File: config.mk
export PLATFORM = sky130hd
export DESIGN_NAME = hazard_scoreboard_flat
export DESIGN_NICKNAME = d
export VERILOG_FILES = /design/src/rtl/hazard_scoreboard_if.sv /design/src/rtl/hazard_scoreboard.sv /design/src/flat_wrapper.sv
export SDC_FILE = /design/constraint.sdc
export NUM_CORES = 1
export LEC_CHECK = 0
export ABC_AREA = 1
export BUFFER_PORTS_ARGS = -buffer_cell sky130_fd_sc_hd__clkbuf_2
export CORE_MARGIN = 3
export CORE_UTILIZATION = 39
export CTS_CLUSTER_SIZE = 40
export DETAILED_ROUTE_END_ITERATION = 8
export HOLD_SLACK_MARGIN = 0.05
export PLACE_DENSITY_LB_ADDON = 0.2
export SYNTH_ARGS = -nofsm -noshare
export SYNTH_HDL_FRONTEND = slang
export SYNTH_SLANG_ARGS = --single-unit
File: constraint.sdc
create_clock -name clk -period 7.6 [get_ports clk]
set_input_delay 0.76 -clock clk [delete_from_list [all_inputs] [get_ports clk]]
set_output_delay 0.76 -clock clk [all_outputs]
set_load 0.05 [all_outputs]
File: src/rtl/hazard_scoreboard_if.sv
// rtl/hazard_scoreboard_if.sv - ID-stage hazard request and pipeline-control response bundle
interface hazard_scoreboard_if #(
  parameter int AW = 5
);
  logic                 id_valid;
  logic [AW-1:0]        id_rs;
  logic [AW-1:0]        id_rt;
  logic [1:0]           id_rs_use;
  logic [1:0]           id_rt_use;
  logic                 id_wr_en;
  logic [AW-1:0]        id_wr_addr;
  logic [1:0]           id_wr_class;
  logic [1:0]           id_pcsrc;
  logic                 branch_taken;
  logic                 flush_all;
  logic                 stall_if_id;
  logic                 bubble_ex;
  logic                 flush_if;
  logic [(1<<AW)-1:0]   pending;
  logic [31:0]          stall_cycles;

  // The decode stage drives the instruction description and consumes the controls
  modport master (
    output id_valid, id_rs, id_rt, id_rs_use, id_rt_use, id_wr_en, id_wr_addr,
           id_wr_class, id_pcsrc, branch_taken, flush_all,
    input  stall_if_id, bubble_ex, flush_if, pending, stall_cycles
  );

  // The scoreboard consumes the instruction description and produces the controls
  modport slave (
    input  id_valid, id_rs, id_rt, id_rs_use, id_rt_use, id_wr_en, id_wr_addr,
           id_wr_class, id_pcsrc, branch_taken, flush_all,
    output stall_if_id, bubble_ex, flush_if, pending, stall_cycles
  );
endinterface

File: src/rtl/hazard_scoreboard.sv
// rtl/hazard_scoreboard.sv - per-register countdown scoreboard producing ID stall/bubble/flush
module hazard_scoreboard #(
  parameter int AW       = 5,
  parameter int CNT_W    = 3,
  parameter int ALU_LAT  = 1,
  parameter int LOAD_LAT = 2,
  parameter int MUL_LAT  = 4
) (
  input logic            clk,
  input logic            reset,
  hazard_scoreboard_if.slave sb
);
  localparam int NumRegs = 1 << AW;

  // cnt[r] = cycles until the in-flight result for r can be forwarded at EX
  logic [CNT_W-1:0]   cnt [NumRegs];
  logic [CNT_W-1:0]   rsCnt, rtCnt, wrCnt, wrLat;
  logic               rsHazard, rtHazard, wawHazard;
  logic               stall, issue;
  logic [NumRegs-1:0] pendingBits;
  logic [31:0]        stallCount;

  function automatic logic [CNT_W-1:0] classLatency(input logic [1:0] wrClass);
    case (wrClass)
      2'd0:    classLatency = CNT_W'(ALU_LAT);
      2'd1:    classLatency = CNT_W'(LOAD_LAT);
      default: classLatency = CNT_W'(MUL_LAT);   // reserved class behaves as multiply
    endcase
  endfunction

  // An operand needed at a later stage tolerates a correspondingly larger count
  function automatic logic useHazard(input logic [1:0] useStage, input logic [CNT_W-1:0] count);
    case (useStage)
      2'd1:    useHazard = (count != '0);
      2'd2:    useHazard = (32'(count) > 32'd1);
      2'd3:    useHazard = (32'(count) > 32'd2);
      default: useHazard = 1'b0;
    endcase
  endfunction

  // Hazard detection and pipeline controls, zero-latency from inputs and counts
  always_comb begin
    rsCnt     = cnt[sb.id_rs];
    rtCnt     = cnt[sb.id_rt];
    wrCnt     = cnt[sb.id_wr_addr];
    wrLat     = classLatency(sb.id_wr_class);
    rsHazard  = useHazard(sb.id_rs_use, rsCnt);
    rtHazard  = useHazard(sb.id_rt_use, rtCnt);
    wawHazard = sb.id_wr_en && (sb.id_wr_addr != '0) && (wrCnt > wrLat);
    stall     = sb.id_valid && !sb.flush_all && (rsHazard || rtHazard || wawHazard);
    issue     = sb.id_valid && !sb.flush_all && !stall;
  end

  assign sb.stall_if_id  = stall;
  assign sb.bubble_ex    = stall || sb.flush_all;
  assign sb.flush_if     = issue && ((sb.id_pcsrc[1]) || (sb.id_pcsrc == 2'd1 && sb.branch_taken));
  assign sb.pending      = pendingBits;
  assign sb.stall_cycles = stallCount;

  // Pending flags are a direct view of the counters
  always_comb begin
    pendingBits = '0;
    for (int r = 0; r < NumRegs; r++) begin
      pendingBits[r] = (cnt[r] != '0);
    end
  end

  // Countdown per register; an issuing writer reloads its destination instead of decrementing
  always_ff @(posedge clk or posedge reset) begin
    if (reset) begin
      for (int r = 0; r < NumRegs; r++) begin
        cnt[r] <= '0;
      end
    end else begin
      cnt[0] <= '0;
      for (int r = 1; r < NumRegs; r++) begin
        if (issue && sb.id_wr_en && (sb.id_wr_addr == AW'(r))) begin
          cnt[r] <= wrLat;
        end else if (cnt[r] != '0) begin
          cnt[r] <= cnt[r] - CNT_W'(1);
        end
      end
    end
  end

  // Saturating count of stalled cycles
  always_ff @(posedge clk or posedge reset) begin
    if (reset) begin
      stallCount <= '0;
    end else if (stall && (stallCount != 32'hFFFF_FFFF)) begin
      stallCount <= stallCount + 32'd1;
    end
  end
endmodule
File: src/flat_wrapper.sv
// flat-port wrapper written by rule: the top's interface ports become plain ports
module hazard_scoreboard_flat 
#(
  parameter int AW       = 5,
  parameter int CNT_W    = 3,
  parameter int ALU_LAT  = 1,
  parameter int LOAD_LAT = 2,
  parameter int MUL_LAT  = 4
)
  (clk, reset, sb_id_valid, sb_id_rs, sb_id_rt, sb_id_rs_use, sb_id_rt_use, sb_id_wr_en, sb_id_wr_addr, sb_id_wr_class, sb_id_pcsrc, sb_branch_taken, sb_flush_all, sb_stall_if_id, sb_bubble_ex, sb_flush_if, sb_pending, sb_stall_cycles);
  hazard_scoreboard_if #(.AW(AW)) sb_i ();
  input logic clk;
  input logic reset;
  input wire logic [$bits(sb_i.id_valid)-1:0] sb_id_valid;
  input wire logic [$bits(sb_i.id_rs)-1:0] sb_id_rs;
  input wire logic [$bits(sb_i.id_rt)-1:0] sb_id_rt;
  input wire logic [$bits(sb_i.id_rs_use)-1:0] sb_id_rs_use;
  input wire logic [$bits(sb_i.id_rt_use)-1:0] sb_id_rt_use;
  input wire logic [$bits(sb_i.id_wr_en)-1:0] sb_id_wr_en;
  input wire logic [$bits(sb_i.id_wr_addr)-1:0] sb_id_wr_addr;
  input wire logic [$bits(sb_i.id_wr_class)-1:0] sb_id_wr_class;
  input wire logic [$bits(sb_i.id_pcsrc)-1:0] sb_id_pcsrc;
  input wire logic [$bits(sb_i.branch_taken)-1:0] sb_branch_taken;
  input wire logic [$bits(sb_i.flush_all)-1:0] sb_flush_all;
  output wire logic [$bits(sb_i.stall_if_id)-1:0] sb_stall_if_id;
  output wire logic [$bits(sb_i.bubble_ex)-1:0] sb_bubble_ex;
  output wire logic [$bits(sb_i.flush_if)-1:0] sb_flush_if;
  output wire logic [$bits(sb_i.pending)-1:0] sb_pending;
  output wire logic [$bits(sb_i.stall_cycles)-1:0] sb_stall_cycles;
  assign sb_i.id_valid = sb_id_valid;
  assign sb_i.id_rs = sb_id_rs;
  assign sb_i.id_rt = sb_id_rt;
  assign sb_i.id_rs_use = sb_id_rs_use;
  assign sb_i.id_rt_use = sb_id_rt_use;
  assign sb_i.id_wr_en = sb_id_wr_en;
  assign sb_i.id_wr_addr = sb_id_wr_addr;
  assign sb_i.id_wr_class = sb_id_wr_class;
  assign sb_i.id_pcsrc = sb_id_pcsrc;
  assign sb_i.branch_taken = sb_branch_taken;
  assign sb_i.flush_all = sb_flush_all;
  assign sb_stall_if_id = sb_i.stall_if_id;
  assign sb_bubble_ex = sb_i.bubble_ex;
  assign sb_flush_if = sb_i.flush_if;
  assign sb_pending = sb_i.pending;
  assign sb_stall_cycles = sb_i.stall_cycles;
  hazard_scoreboard #(.AW(AW), .CNT_W(CNT_W), .ALU_LAT(ALU_LAT), .LOAD_LAT(LOAD_LAT), .MUL_LAT(MUL_LAT)) u_core (.clk(clk), .reset(reset), .sb(sb_i));
endmodule
# Word level (Yosys, flattened, before mapping)
# Index checks and enable logic that the tools add are counted.
[word_totals]
elab_cells = 301
input_bits = 29
out_inout_bits = 67
reg_bits = 125
[op_classes]
bitwise_logic = 3
muxes = 74
magnitude_cmp = 8
n_eq_ne = 40
n_addsub = 32
n_reduce_logical = 112
[op_table]
columns = ["cell", "n"]
rows = [
  ["$mux 3", 68],
  ["$reduce_bool 3->1", 33],
  ["$sub 3x1->3 const B", 31],
  ["$eq 5x5->1 const B", 16],
  ["$reduce_bool 2->1", 31],
  ["$bmux 3 s5", 3],
  ["$eq 5x4->1 const B", 8],
  ["$logic_and 1x1->1", 40],
  ["$add 32x1->32 const B", 1],
  ["$ne 32x32->1 const B", 1],
  ["$eq 5x3->1 const B", 4],
  ["$ge 6x6->1 const B", 3],
  ["$not 5->6", 3],
  ["$eq 5x2->1 const B", 2],
  ["$eq 2x1->1 const B", 4],
  ["$eq 2x2->1 const B", 4],
  ["$gt 3x1->1 const B", 2],
  ["$gt 3x2->1 const B", 2],
  ["$pmux 1 s3", 2],
  ["$pmux 3 s2", 1],
  ["$eq 5x1->1 const B", 1],
  ["$reduce_bool 5->1", 1],
  ["$logic_or 1x1->1", 4],
  ["$gt 3x3->1", 1],
  ["other kinds (2)", 3],
]

# Longest topological paths before layout
# Gate-level depths: netlist of run 1.
[logic_depth]
word_depth = 14
mapped_depth = 21
mapped_depth_nobuf = 19

# Least setup slack after synthesis of run 1
# Ideal clock, no wire load.
[synth_path]
kind = "input port to output port"
startpoint = "input sb_id_wr_addr[0]"
endpoint = "output sb_flush_if"
arrival_time_ps = 3594
required_time_ps = 6840
cell_stages = 15
path_slack_ps = 3246
path_buffers = 1
path_cell_list = "inv_1 nor2_1 clkinv_1 clkbuf_1 o22ai_1 o21ai_0 nand4_1 nor2_1 a41oi_1 ha_1 a21oi_1 o21ai_0 o2111ai_1 nand4_2 nor2_1"
[synth_between]
elab_chain_len = 11
[synth_lines]
columns = ["item", "line", "text"]
rows = [
  ["start, declared", "flat_wrapper.sv:20", "input wire logic [$bits(sb_i.id_wr_addr)-1:0] sb_id_wr_addr;"],
  ["$not 5->6 (implied by the code)", "hazard_scoreboard.sv:45", "wrCnt = cnt[sb.id_wr_addr];"],
  ["$bmux 3 s5", "hazard_scoreboard.sv:45", ""],
  ["$mux 3 (implied by the code) (2 in a row)", "hazard_scoreboard.sv:45", ""],
  ["$gt 3x3->1", "hazard_scoreboard.sv:49", "wawHazard = sb.id_wr_en && (sb.id_wr_addr != '0) && (wrCnt > wrLat);"],
  ["$logic_and 1x1->1 *", "hazard_scoreboard.sv:49", ""],
  ["$logic_or 1x1->1 *", "hazard_scoreboard.sv:50", "stall = sb.id_valid && !sb.flush_all && (rsHazard || rtHazard || wawHazard);"],
  ["$logic_and 1x1->1 *", "hazard_scoreboard.sv:50", ""],
  ["$logic_not 1->1 *", "hazard_scoreboard.sv:51", "issue = sb.id_valid && !sb.flush_all && !stall;"],
  ["$logic_and 1x1->1 *", "hazard_scoreboard.sv:51", ""],
  ["$logic_and 1x1->1 *", "hazard_scoreboard.sv:56", "assign sb.flush_if = issue && ((sb.id_pcsrc[1]) || (sb.id_pcsrc == 2'd1 && sb.branch_taken));"],
  ["end, declared", "flat_wrapper.sv:27", "output wire logic [$bits(sb_i.flush_if)-1:0] sb_flush_if;"],
]
# Mark *: on every way between the ends. The rest lies on a longest branch, timed or not. The select of a mux whose other input is x is not followed.

# Worst setup path after layout of run 1
[layout_path]
startpoint = "input sb_id_wr_addr[0]"
endpoint = "register u_core.stallCount[20], in the netlist u_core.sb.stall_cycles[20]"
[layout_between]
elab_chain_len = 9
[layout_lines]
columns = ["item", "line", "text"]
rows = [
  ["$not 5->6 (implied by the code)", "hazard_scoreboard.sv:45", ""],
  ["$bmux 3 s5", "hazard_scoreboard.sv:45", ""],
  ["$mux 3 (implied by the code) (2 in a row)", "hazard_scoreboard.sv:45", ""],
  ["$gt 3x3->1", "hazard_scoreboard.sv:49", ""],
  ["$logic_and 1x1->1 *", "hazard_scoreboard.sv:49", ""],
  ["$logic_or 1x1->1 *", "hazard_scoreboard.sv:50", ""],
  ["$logic_and 1x1->1 *", "hazard_scoreboard.sv:50", ""],
  ["$logic_and 1x1->1 *", "hazard_scoreboard.sv:90", "end else if (stall && (stallCount != 32'hFFFF_FFFF)) begin"],
  ["end signal, assigned", "hazard_scoreboard.sv:91", "stallCount <= stallCount + 32'd1;"],
  ["end, declared", "hazard_scoreboard.sv:21", "logic [31:0] stallCount;"],
]
# Marked as above.
# A chain may end at the register's enable or synchronous reset.

==> results of run 1 <==
[layout by cell type (no fill, tap or decap), drive strengths merged, types with 35 or more instances in the layout]
master and n:
nand2 597, inv 254, nand3 183, dfrtp 125, clkbuf 112, nor2 89
o21ai 86, xor2 81, nand4 69, ha 66, o211ai 35
[per-stage QoR]
step	setup WS [ns]	std cells	utilization, %
final	2.45	2220	43.9
after global routing	2.11	2220	43.9
after CTS	2.54	2220	43.9
after detailed placement	2.08	2190	41.9
after global placement	2.15	2190	41.9
after floorplan	3.25	1780	-
[logic make-up (layout without fill, tap and decap cells)]
logic type / after synthesis / after routing / share of synthesized area (%)
AO/OA/AOI/OAI: 198 / 198 / 10.3
flip-flops: 125 / 125 / 27.4
other: 1 / 1 / 0.0328
buffers and inverters: 337 / 393 / 12.3
XOR/XNOR: 93 / 93 / 7.14
adder cells (fa/ha/maj): 66 / 66 / 7.23
AND/OR/NAND/NOR: 960 / 960 / 35.6
[layout make-up]
| type | instances | area (sq um) |
|---|---|---|
| clock buffer | 18 | 439 |
| clock inverter | 12 | 138 |
| fill | 3039 | 16100 |
| inverter | 253 | 955 |
| multi-input combinational | 1318 | 6890 |
| sequential | 125 | 3130 |
| tap | 384 | 480 |
| timing repair buffer | 110 | 603 |
[critical path, cell delays in order]
cell and delay, ns:
clkbuf_2 0.12, inv_1 0.06, nor2_1 0.08, buf_4 0.20, clkinv_1 0.63, o22ai_1 0.60
o21ai_0 0.15, a41oi_1 0.22, ha_1 0.29, a21oi_1 0.14, o21ai_0 0.09, o2111ai_1 0.23
nand3_2 0.18, nand2_1 0.13, inv_2 0.04, nand2_1 0.74, inv_2 0.51, nand2_1 0.14
o21ai_1 0.08
[layer usage]
metal,track usage (%),wire [microns]
met2,40.9,18500
met1,38.0,18400
met4,9.53,1110
met3,4.78,3550
met5,0,0
[flip-flops by register name (all words and copies together), names as in the netlist]
name / cells
u_core.cnt: 93
u_core.sb.stall_cycles: 32
[worst max path at each step]
stage | from | endpoint | slack (ns)
2_1_floorplan | sb_id_wr_addr[0] | sb_flush_if | 3.25
3_3_place_gp | sb_id_wr_addr[0] | u_core.sb.stall_cycles[26] | 2.15
3_5_place_dp | sb_id_wr_addr[0] | u_core.sb.stall_cycles[31] | 2.08
4_1_cts | sb_id_wr_addr[0] | u_core.sb.stall_cycles[20] | 2.54
5_1_grt | sb_id_wr_addr[0] | u_core.sb.stall_cycles[23] | 2.11
6_report | sb_id_wr_addr[0] | u_core.sb.stall_cycles[20] | 2.45
[report_power, final]
group | internal, mW | leakage, nW | switching [mW]
sequential | 0.968 | 1.54 | 0.238
clock | 0.492 | 0.279 | 0.352
combinational | 0.890 | 5.05 | 1.92
total | 2.35 | 6.86 | 2.51
==> parameters.txt, run 1 <==
Parameter                              Value

Clock network
  Clock insertion delay at the later pin of the skew report    0.44 ns
  CTS tree    built
  # Post-CTS Setup Buffers    0
  Count of hold-fix buffers inserted at cts    0
  Deepest level of the CTS H-tree    4
  Clk sink count    ~130
  Clock transition at the register clock pins on the worst setup and hold paths after CTS    0.06 ns
  Number of buffers added by the clock tree synthesis step    17
  Library cell used as clock root buffer    clkbuf_16
  Clock buffer depth    2
  Post-CTS resize count    0

Yosys
  Most used standard cells in the synthesized netlist    nand2_1, inv_1, nand3_1
  Synthesis-stage register bit count    125
  Number of unique standard cell types used by synthesis    35
  Number of synthesis warnings    0
  Asr flop ratio synth    between 90% and 100%
  Main flop type after synthesis    dfrtp_1
  Area of the mapped netlist    11,400 sq um
  Synthesized net count    roughly 1,900
  Synth top area share    27.4%
  Post-Synthesis Mean Instance Area    around 6.4 sq um
  Cell taking the most area after synthesis    dfrtp_1
  Proportion of synthesized chip area in sequential cells    between 20 and 30%
  Syn Inst Count    around 1,800
  Ranking of synthesized cells by area    dfrtp_1, nand2_1, inv_1, nand3_1, ha_1
  Number of synthesized flops with an enable pin    0
  Top-count cell post-synth    nand2_1

Worst setup path
  Crit Path Category    in2reg
  Setup slack of the most critical reg-to-reg path    3.43 ns
  Worst endpoint required time    7.89 ns
  Destination of the worst register-to-register timing path    u_core.sb.stall_cycles[20]
  Depth of the worst register-to-register path    17
  Type of element capturing the critical path    flop
  Worst flop-to-flop path startpoint    u_core.cnt[20]
  Startpoint class of the critical path    primary input
  Maximum fanout along the worst path    33
  Arrival time worst endpoint    around 5.4 ns

Die
  Die Outline Area    31,400 sq um
  Io pins    96
  Die Span Y    ~180 microns
  Site Rows    62
  Core area    28,800 sq um
  Initial core utilization    39.7%
  Die Wd    177 microns

STA
  Setup repair after global routing missed its margin    false
  Crit path time final    5.15 ns
  Final setup fails    0
  Peak clock frequency supported by timing    about 190 MHz
  Number of hold violations in the final report    0
  Worst slack on hold paths    around 0.47 ns
  Pins Over Slew Limit    0
  Relative max-transition margin    roughly a quarter
  Setup clock skew after layout    0.0159 ns
  Transition at the pin with the smallest max-transition slack    roughly 1.1 ns
  Final sum of negative setup slack    0 ns
  Crit share post-route    between 60% and 70%

Power and ir drop
  Power density cells    385 nW/um^2
  Max VDD drop    roughly 0.00021 V
  Total power draw    slightly below 5 mW
  Leakage component of the power    between 6 and 7 nW

Layout
  Design area    between 10,000 and 15,000 sq um
  Total inserted antenna cells    0
  Share of final-layout standard cells stronger than drive strength 1    approximately 8.6%
  Nets    between 1,500 and 2,000
  Growth of design area from synthesis to finish    10.7%

Drt
  DRT Wirelength    roughly 42 mm
  Wire length per cell    around 19 microns
  DR DRC count    0
  Initial DRT Pass Iterations    8
  DRC marker count from the first detailed-route iteration    ~1,300
  Via/cell ratio    between 5 and 6
  Routed vias    12,000
  Number of nets with antenna violations after routing    0

Run
  Number of maximum-capacitance violations    0

Global route
  GR Overflow Total    0
  Vias in the first global route    11,100
  Number of antenna violations at the first check in global routing    0
  Largest net degree at the start of global routing    79
  All-layer global routing usage    around 27%
  Global-route wire length before repair    between 60 and 70 mm

Place
  IO Port Bufs    94
  Final weighted congestion in routability-driven placement    about 1.0
  Placed Instance Area    ~12,000 sq um
  Half-perimeter wire length after detailed placement    between 20 and 30 mm

Hold path
  Worst hold path type    in2async

Status
  Result of the run    finished, final reports clean
Note: power is estimated with default switching activity, not from simulation.
==> run 2, diff against run 1 <==
Clock period 7.6 ns to 4.2 ns, I/O delays scaled along.
==> run 2 against run 1 <==
Worst hold slack worse by 0.40 ns; clock skew up 0.0082 ns; combinational power up 80%; count of clock-buffer cells in the layout down 1; non-clock buffer count up 19; setup slack worse by 2.2 ns; wire length up 0.65%; utilization up 0.80 points; cell count up 0.95%; largest cell class unchanged; largest power group unchanged; highest routed layer unchanged.
==> parameters.txt, run 2 (same netlist as run 1, synthesis figures left out) <==
Parameter                              Value

Place
  Post-Place Worst Slack    0.156 ns (was 2.08 ns)
  IO Port Bufs    94 (unchanged)
  Half-perimeter wire length after detailed placement    30.1 mm (was 29.2 mm)
  Placed Instance Area    12,300 sq um (was 12,100 sq um)
  Final weighted congestion in routability-driven placement    0.965 (was 1.03)

Worst setup path
  Setup slack of the most critical reg-to-reg path    0.88 ns (was 3.43 ns)
  Crit Path Category    in2out (was in2reg)
  Critical path's top delay family    simple AND/OR/NAND/NOR gates (was buffers and inverters)
  Startpoint class of the critical path    primary input (unchanged)
  Arrival time worst endpoint    3.49 ns (was 5.44 ns)
  Start point of the critical path    sb_id_wr_addr[0] (unchanged)
  Sum of buffers and inverters on the critical path    4 (was 6)
  Worst endpoint required time    3.78 ns (was 7.89 ns)
  Slowest-stage cell, CP    clkinvlp_4 (was nand2_1)
  Worst flop-to-flop path startpoint    u_core.cnt[49] (was u_core.cnt[20])
  CP dominant cell by count    nor2_1 (was nand2_1)
  Slowest cell delay on critical path    0.39 ns (was 0.74 ns)
  Type of element capturing the critical path    output pin (was flop)
  Maximum fanout along the worst path    14 (was 33)
  Cell Chain, Critical Path    clkbuf_2 -> nor2_1 -> clkinvlp_4 -> buf_4 -> o22ai_1 -> o21ai_0 -> nand4_1 -> nor2_1 -> a41oi_1 -> ha_1 -> a21oi_1 -> o21ai_0 -> o2111ai_1 -> nand4_2 -> nor2_1 -> buf_12 (was clkbuf_2 -> inv_1 -> nor2_1 -> buf_4 -> clkinv_1 -> o22ai_1 -> o21ai_0 -> a41oi_1 -> ha_1 -> a21oi_1 -> o21ai_0 -> o2111ai_1 -> nand3_2 -> nand2_1 -> inv_2 -> nand2_1 -> inv_2 -> nand2_1 -> o21ai_1)

Layout
  Nets    1,939 (was 1,920)
  Seq. cell area    3130 sq um (unchanged)
  Multi-input gate area in the final layout    6890 sq um (unchanged)
  Commonest cells after routing, fill and taps aside    nand2_1, inv_1, nand3_1 (unchanged)
  Filler cell count in the final layout    3,076 (was 3,039)
  Growth of design area from synthesis to finish    12.7% (was 10.7%)
  Most common cell after layout, fill and taps aside    nand2_1 (unchanged)
  Design area    12,900 sq um (was 12,600 sq um)
  Reg with most FFs    u_core.cnt (unchanged)
  Number of flip-flops under the largest register name    93 (unchanged)
  Total inserted antenna cells    0 (unchanged)
  Share of final-layout standard cells stronger than drive strength 1    9.69% (was 8.55%)

Drt
  DRC marker count from the first detailed-route iteration    1,311 (was 1,310)
  Initial DRT Pass Iterations    5 (was 8)
  Routed vias    12,000 (about the same)
  Wire length per cell    18.7 microns (about the same)
  Number of nets with antenna violations after routing    0 (unchanged)
  DRT Wirelength    41.9 mm (was 41.6 mm)
  Via/cell ratio    5.37 (was 5.41)
  DR DRC count    0 (unchanged)

Die
  Die Outline Area    31,400 sq um (unchanged)
  Site Rows    62 (unchanged)
  Die Span Y    177 microns (unchanged)
  Io pins    96 (unchanged)
  Core area    28,800 sq um (unchanged)
  Die Wd    177 microns (unchanged)
  Initial core utilization    39.7% (unchanged)

STA
  Final setup fails    0 (unchanged)
  Number of hold violations in the final report    0 (unchanged)
  Pins Over Slew Limit    0 (unchanged)
  Setup slack of the critical path after layout    0.292 ns (was 2.45 ns)
  Worst slack on hold paths    0.0666 ns (was 0.469 ns)
  Final sum of negative setup slack    0 ns (unchanged)
  Setup clock skew after layout    0.0241 ns (was 0.0159 ns)
  Transition at the pin with the smallest max-transition slack    0.777 ns (was 1.10 ns)
  Crit path time final    approximately 3.9 ns
  Crit share post-route    slightly above 90%
  Setup repair after global routing missed its margin    false (unchanged)
  Relative max-transition margin    48.2% (was 26.6%)
  Peak clock frequency supported by timing    256 MHz

Global route
  GR Overflow Total    0 (unchanged)
  Largest net degree at the start of global routing    67 (was 79)
  Global-route wire length before repair    65.0 mm (was 64.9 mm)
  Vias in the first global route    11,100 (about the same)
  Number of antenna violations at the first check in global routing    0 (unchanged)
  All-layer global routing usage    26.9% (was 26.8%)

Hold path
  Worst hold path type    in2async (unchanged)

Clock network
  Count of hold-fix buffers inserted at cts    0 (unchanged)
  Clock transition at the register clock pins on the worst setup and hold paths after CTS    0.07 ns (was 0.06 ns)
  Clock insertion delay at the later pin of the skew report    0.45 ns (was 0.44 ns)
  Clk sink count    125 (unchanged)
  Library cell used as clock root buffer    clkbuf_16 (unchanged)
  Clock buffer depth    2 (unchanged)
  Number of buffers added by the clock tree synthesis step    17 (unchanged)
  CTS tree    built (unchanged)
  Deepest level of the CTS H-tree    4 (unchanged)

Power and ir drop
  Portion of total power attributed to combinational logic    57.7% (was 57.8%)
  Clock share of power    17.6% (was 17.4%)
  Leakage component of the power    6.98 nW (was 6.86 nW)
  Sequential share of power    24.7% (was 24.8%)
  Power density cells    681 nW/um^2 (was 385 nW/um^2)
  Net switching power of the design    4.58 mW (was 2.51 mW)
  Cell-internal power    4.18 mW (was 2.35 mW)
  Max VDD drop    0.000433 V (was 0.000208 V)
  Share of total power consumed by net switching    52.3% (was 51.7%)
  Total power draw    8.77 mW (was 4.86 mW)

Run
  Number of maximum-capacitance violations    0 (unchanged)

Status
  Result of the run    finished, final reports clean (unchanged)
==> run 2: cell count changes in the layout (fill, tap and decap cells not counted) <==
cell | previous run | this run
buf_12 | 1 | 6
clkinvlp_4 | 2 | 3
clkbuf_8 | 1 | 0
clkinv_8 | 0 | 2
inv_8 | 0 | 7
bufinv_16 | 2 | 0
clkinv_4 | 2 | 1
clkbuf_2 | 94 | 91
clkinv_1 | 3 | 0
inv_1 | 243 | 244
clkinv_2 | 2 | 0
buf_4 | 15 | 32
==> run 2: layout make-up <==
| type | count | area share, % |
|---|---|---|
| Inverter | 253 | 7.48 |
| Multi-Input combinational cell | 1318 | 53.6 |
| Clock buffer | 17 | 3.31 |
| Timing Repair Buffer | 129 | 6.34 |
| Clock inverter | 15 | 1.26 |
| Sequential cell | 125 | 24.3 |
| Tap cell | 384 | 3.73 |
==> run 2: path summary, 6_finish.rpt <==
kind                                               to  cells after the start
max                                       sb_flush_if                     16
min                                    u_core.cnt[10]                      2
max reg2reg                u_core.sb.stall_cycles[31]                     17
min reg2reg                             u_core.cnt[7]                      2
max in group asynchronous              u_core.cnt[33]                      3
min in group clk                       u_core.cnt[92]                      3
==> run 2: power by group through the flow <==
stage               clock network [mW]  registers, mW  logic, mW
finish                            1.54           2.17       5.06
global route                      1.61           2.22       5.80
CTS                               1.55           2.16       5.05
detailed placement                   0           2.17       5.02
global placement                     0           2.18       4.96
floorplan                            0           2.20       3.79
==> run 2: repair_timing <==
item,in CTS,in global routing
gates resized for setup,0,2
buffers inserted,0,2
endpoints found under the setup margin,0,1
==> run 2: stage by stage <==
step | instances | utilization, %
after CTS | 2239 | 44.6
after floorplan | 1780 | -
final | 2241 | 44.7
after global placement | 2207 | 42.6
after detailed placement | 2207 | 42.6
after global routing | 2241 | 44.7
==> run 2: layer usage <==
metal / global-route usage (%) / share of wire, % / vias to the layer above
met1: 38.0 / 45 / 5642
met3: 5.58 / 7.7 / 68
met5: 0 / 0 / -
li1: - / - / 5843
met4: 9.53 / 3.2 / 0
met2: 40.8 / 44 / 472
==> run 3, diff against run 2 <==
Settings changed: PLACE_DENSITY_LB_ADDON 0.2 to 0.25.
==> run 3 against run 2 <==
Total power increased by 0.79%; worst hold slack improved by 0.041 ns; global-route usage increased by 0.66 points; count of clock-buffer cells in the layout increased by 2; flip-flop and latch count unchanged; critical path type unchanged; combinational power increased by 0.8%.
==> parameters.txt, run 3 (same netlist as run 1, synthesis figures left out) <==
Parameter                              Value

STA
  Crit path time final    3.79 ns (was 3.91 ns)
  Setup slack of the critical path after layout    0.411 ns (was 0.292 ns)
  Relative max-transition margin    39.9% (was 48.2%)
  Transition at the pin with the smallest max-transition slack    0.900 ns (was 0.777 ns)
  Peak clock frequency supported by timing    264 MHz (was 256 MHz)
  Final sum of negative setup slack    0 ns (unchanged)
  Pins Over Slew Limit    0 (unchanged)
  Crit share post-route    90.2% (was 93.1%)
  Setup clock skew after layout    0.0158 ns (was 0.0241 ns)
  Number of hold violations in the final report    0 (unchanged)
  Setup repair after global routing missed its margin    false (unchanged)
  Final setup fails    0 (unchanged)
  Worst slack on hold paths    0.108 ns (was 0.0666 ns)

Layout
  Share of final-layout standard cells stronger than drive strength 1    9.60% (was 9.69%)
  Reg with most FFs    u_core.cnt (unchanged)
  Final cell count without fillers    2,239 (was 2,241)
  Filler cell count in the final layout    3,051 (was 3,076)
  Commonest cells after routing, fill and taps aside    nand2_1, inv_1, nand3_1 (unchanged)
  Most common cell after layout, fill and taps aside    nand2_1 (unchanged)
  Number of flip-flops under the largest register name    93 (unchanged)
  Nets    1,938 (was 1,939)
  Total inserted antenna cells    0 (unchanged)
  Growth of design area from synthesis to finish    12.7% (about the same)

Clock network
  CTS tree    built (unchanged)
  # Post-CTS Setup Buffers    0 (unchanged)
  Deepest level of the CTS H-tree    4 (unchanged)
  Clock buffer depth    2 (unchanged)
  Clock insertion delay at the later pin of the skew report    0.46 ns (was 0.45 ns)
  Count of hold-fix buffers inserted at cts    0 (unchanged)
  Clk sink count    125 (unchanged)
  Number of buffers added by the clock tree synthesis step    17 (unchanged)
  Post-CTS resize count    0 (unchanged)
  Library cell used as clock root buffer    clkbuf_16 (unchanged)
  Clock transition at the register clock pins on the worst setup and hold paths after CTS    0.06 ns (was 0.07 ns)

Hold path
  Worst hold path type    in2async (unchanged)

Worst setup path
  Type of element capturing the critical path    output pin (unchanged)
  Maximum fanout along the worst path    8 (was 14)
  Crit Path Category    in2out (unchanged)
  Worst endpoint required time    3.78 ns (about the same)
  Setup slack of the most critical reg-to-reg path    0.86 ns (was 0.88 ns)
  Worst flop-to-flop path startpoint    u_core.cnt[13] (was u_core.cnt[49])
  Arrival time worst endpoint    3.37 ns (was 3.49 ns)
  Destination of the worst register-to-register timing path    u_core.sb.stall_cycles[1] (was u_core.sb.stall_cycles[31])
  Startpoint class of the critical path    primary input (unchanged)
  Depth of the worst register-to-register path    17 (unchanged)

Drt
  Initial DRT Pass Iterations    8 (was 5)
  Routed vias    12,200 (was 12,000)
  Wire length per cell    19.0 microns (was 18.7 microns)
  DRT Wirelength    42.6 mm (was 41.9 mm)
  Number of nets with antenna violations after routing    0 (unchanged)
  DRC marker count from the first detailed-route iteration    1,301 (was 1,311)
  Via/cell ratio    5.47 (was 5.37)
  DR DRC count    0 (unchanged)

Global route
  Vias in the first global route    11,300 (was 11,100)
  GR Overflow Total    0 (unchanged)
  Largest net degree at the start of global routing    78 (was 67)
  All-layer global routing usage    27.6% (was 26.9%)
  Global-route wire length before repair    66.8 mm (was 65.0 mm)
  Number of antenna violations at the first check in global routing    0 (unchanged)

Die
  Initial core utilization    39.7% (unchanged)
  Core area    28,800 sq um (unchanged)
  Die Outline Area    31,400 sq um (unchanged)
  Die Span Y    177 microns (unchanged)
  Io pins    96 (unchanged)
  Die Wd    177 microns (unchanged)
  Site Rows    62 (unchanged)

Run
  Number of maximum-capacitance violations    0 (unchanged)

Place
  Inst Count DP    2,208 (was 2,207)
  IO Port Bufs    94 (unchanged)
  Half-perimeter wire length after detailed placement    30.3 mm (was 30.1 mm)
  Post-Place Worst Slack    0.202 ns (was 0.156 ns)
  Final weighted congestion in routability-driven placement    1.04 (was 0.965)

Power and ir drop
  Leakage component of the power    6.99 nW (was 6.98 nW)
  Power density cells    687 nW/um^2 (was 681 nW/um^2)
  Max VDD drop    0.000448 V (was 0.000433 V)

Status
  Result of the run    finished, final reports clean (unchanged)
[run 3: through the flow]
stage / utilization [%] / instance area, sq um / total power, mW
floorplan: - / 11400 / 5.99
global placement: 42.6 / 12300 / 7.15
detailed placement: 42.6 / 12300 / 7.24
CTS: 44.7 / 12900 / 8.82
global route: 44.7 / 12900 / 9.71
finish: 44.7 / 12900 / 8.84
[run 3: final cells by class]
cell class	count	area [sq um]	area share, %
clock buffer	19	453	3.52
tap	384	480	3.74
multi-input combinational	1318	6900	53.7
inverter	253	955	7.42
timing repair buffer	128	808	6.28
sequential	125	3130	24.3
clock inverter	12	136	1.06
[run 3: how the worst max path moves through the flow]
stage | startpoint | to
global route | sb_id_wr_addr[0] | sb_flush_if
detailed placement | sb_id_wr_addr[0] | u_core.sb.stall_cycles[23]
floorplan | reset | u_core.cnt[0]
global placement | sb_id_wr_addr[0] | u_core.sb.stall_cycles[31]
CTS | sb_id_wr_addr[0] | sb_flush_if
finish | sb_id_wr_addr[0] | sb_flush_if
[run 3: worst max-delay path: stages]
cell and delay (ns):
clkbuf_2 0.11, nor2_1 0.17, clkinv_1 0.28, buf_4 0.27, buf_4 0.14, o22ai_1 0.15
o21ai_0 0.10, a41oi_1 0.31, ha_1 0.30, a21oi_1 0.16, o21ai_0 0.11, o2111ai_1 0.17
nand4_2 0.25, nor2_1 0.23, buf_12 0.17
[run 3: power by group]
group,internal (mW),switching [mW]
logic,1.63,3.47
registers,1.75,0.433
clock network,0.908,0.644
[run 3: per-layer routing]
metal | GRT usage (%) | vias up | wire, microns
met5 | 0 | - | 0
met4 | 10.4 | 0 | 1480
met3 | 6.31 | 94 | 3610
met2 | 41.7 | 575 | 18500
met1 | 38.4 | 5720 | 19000
li1 | - | 5850 | -
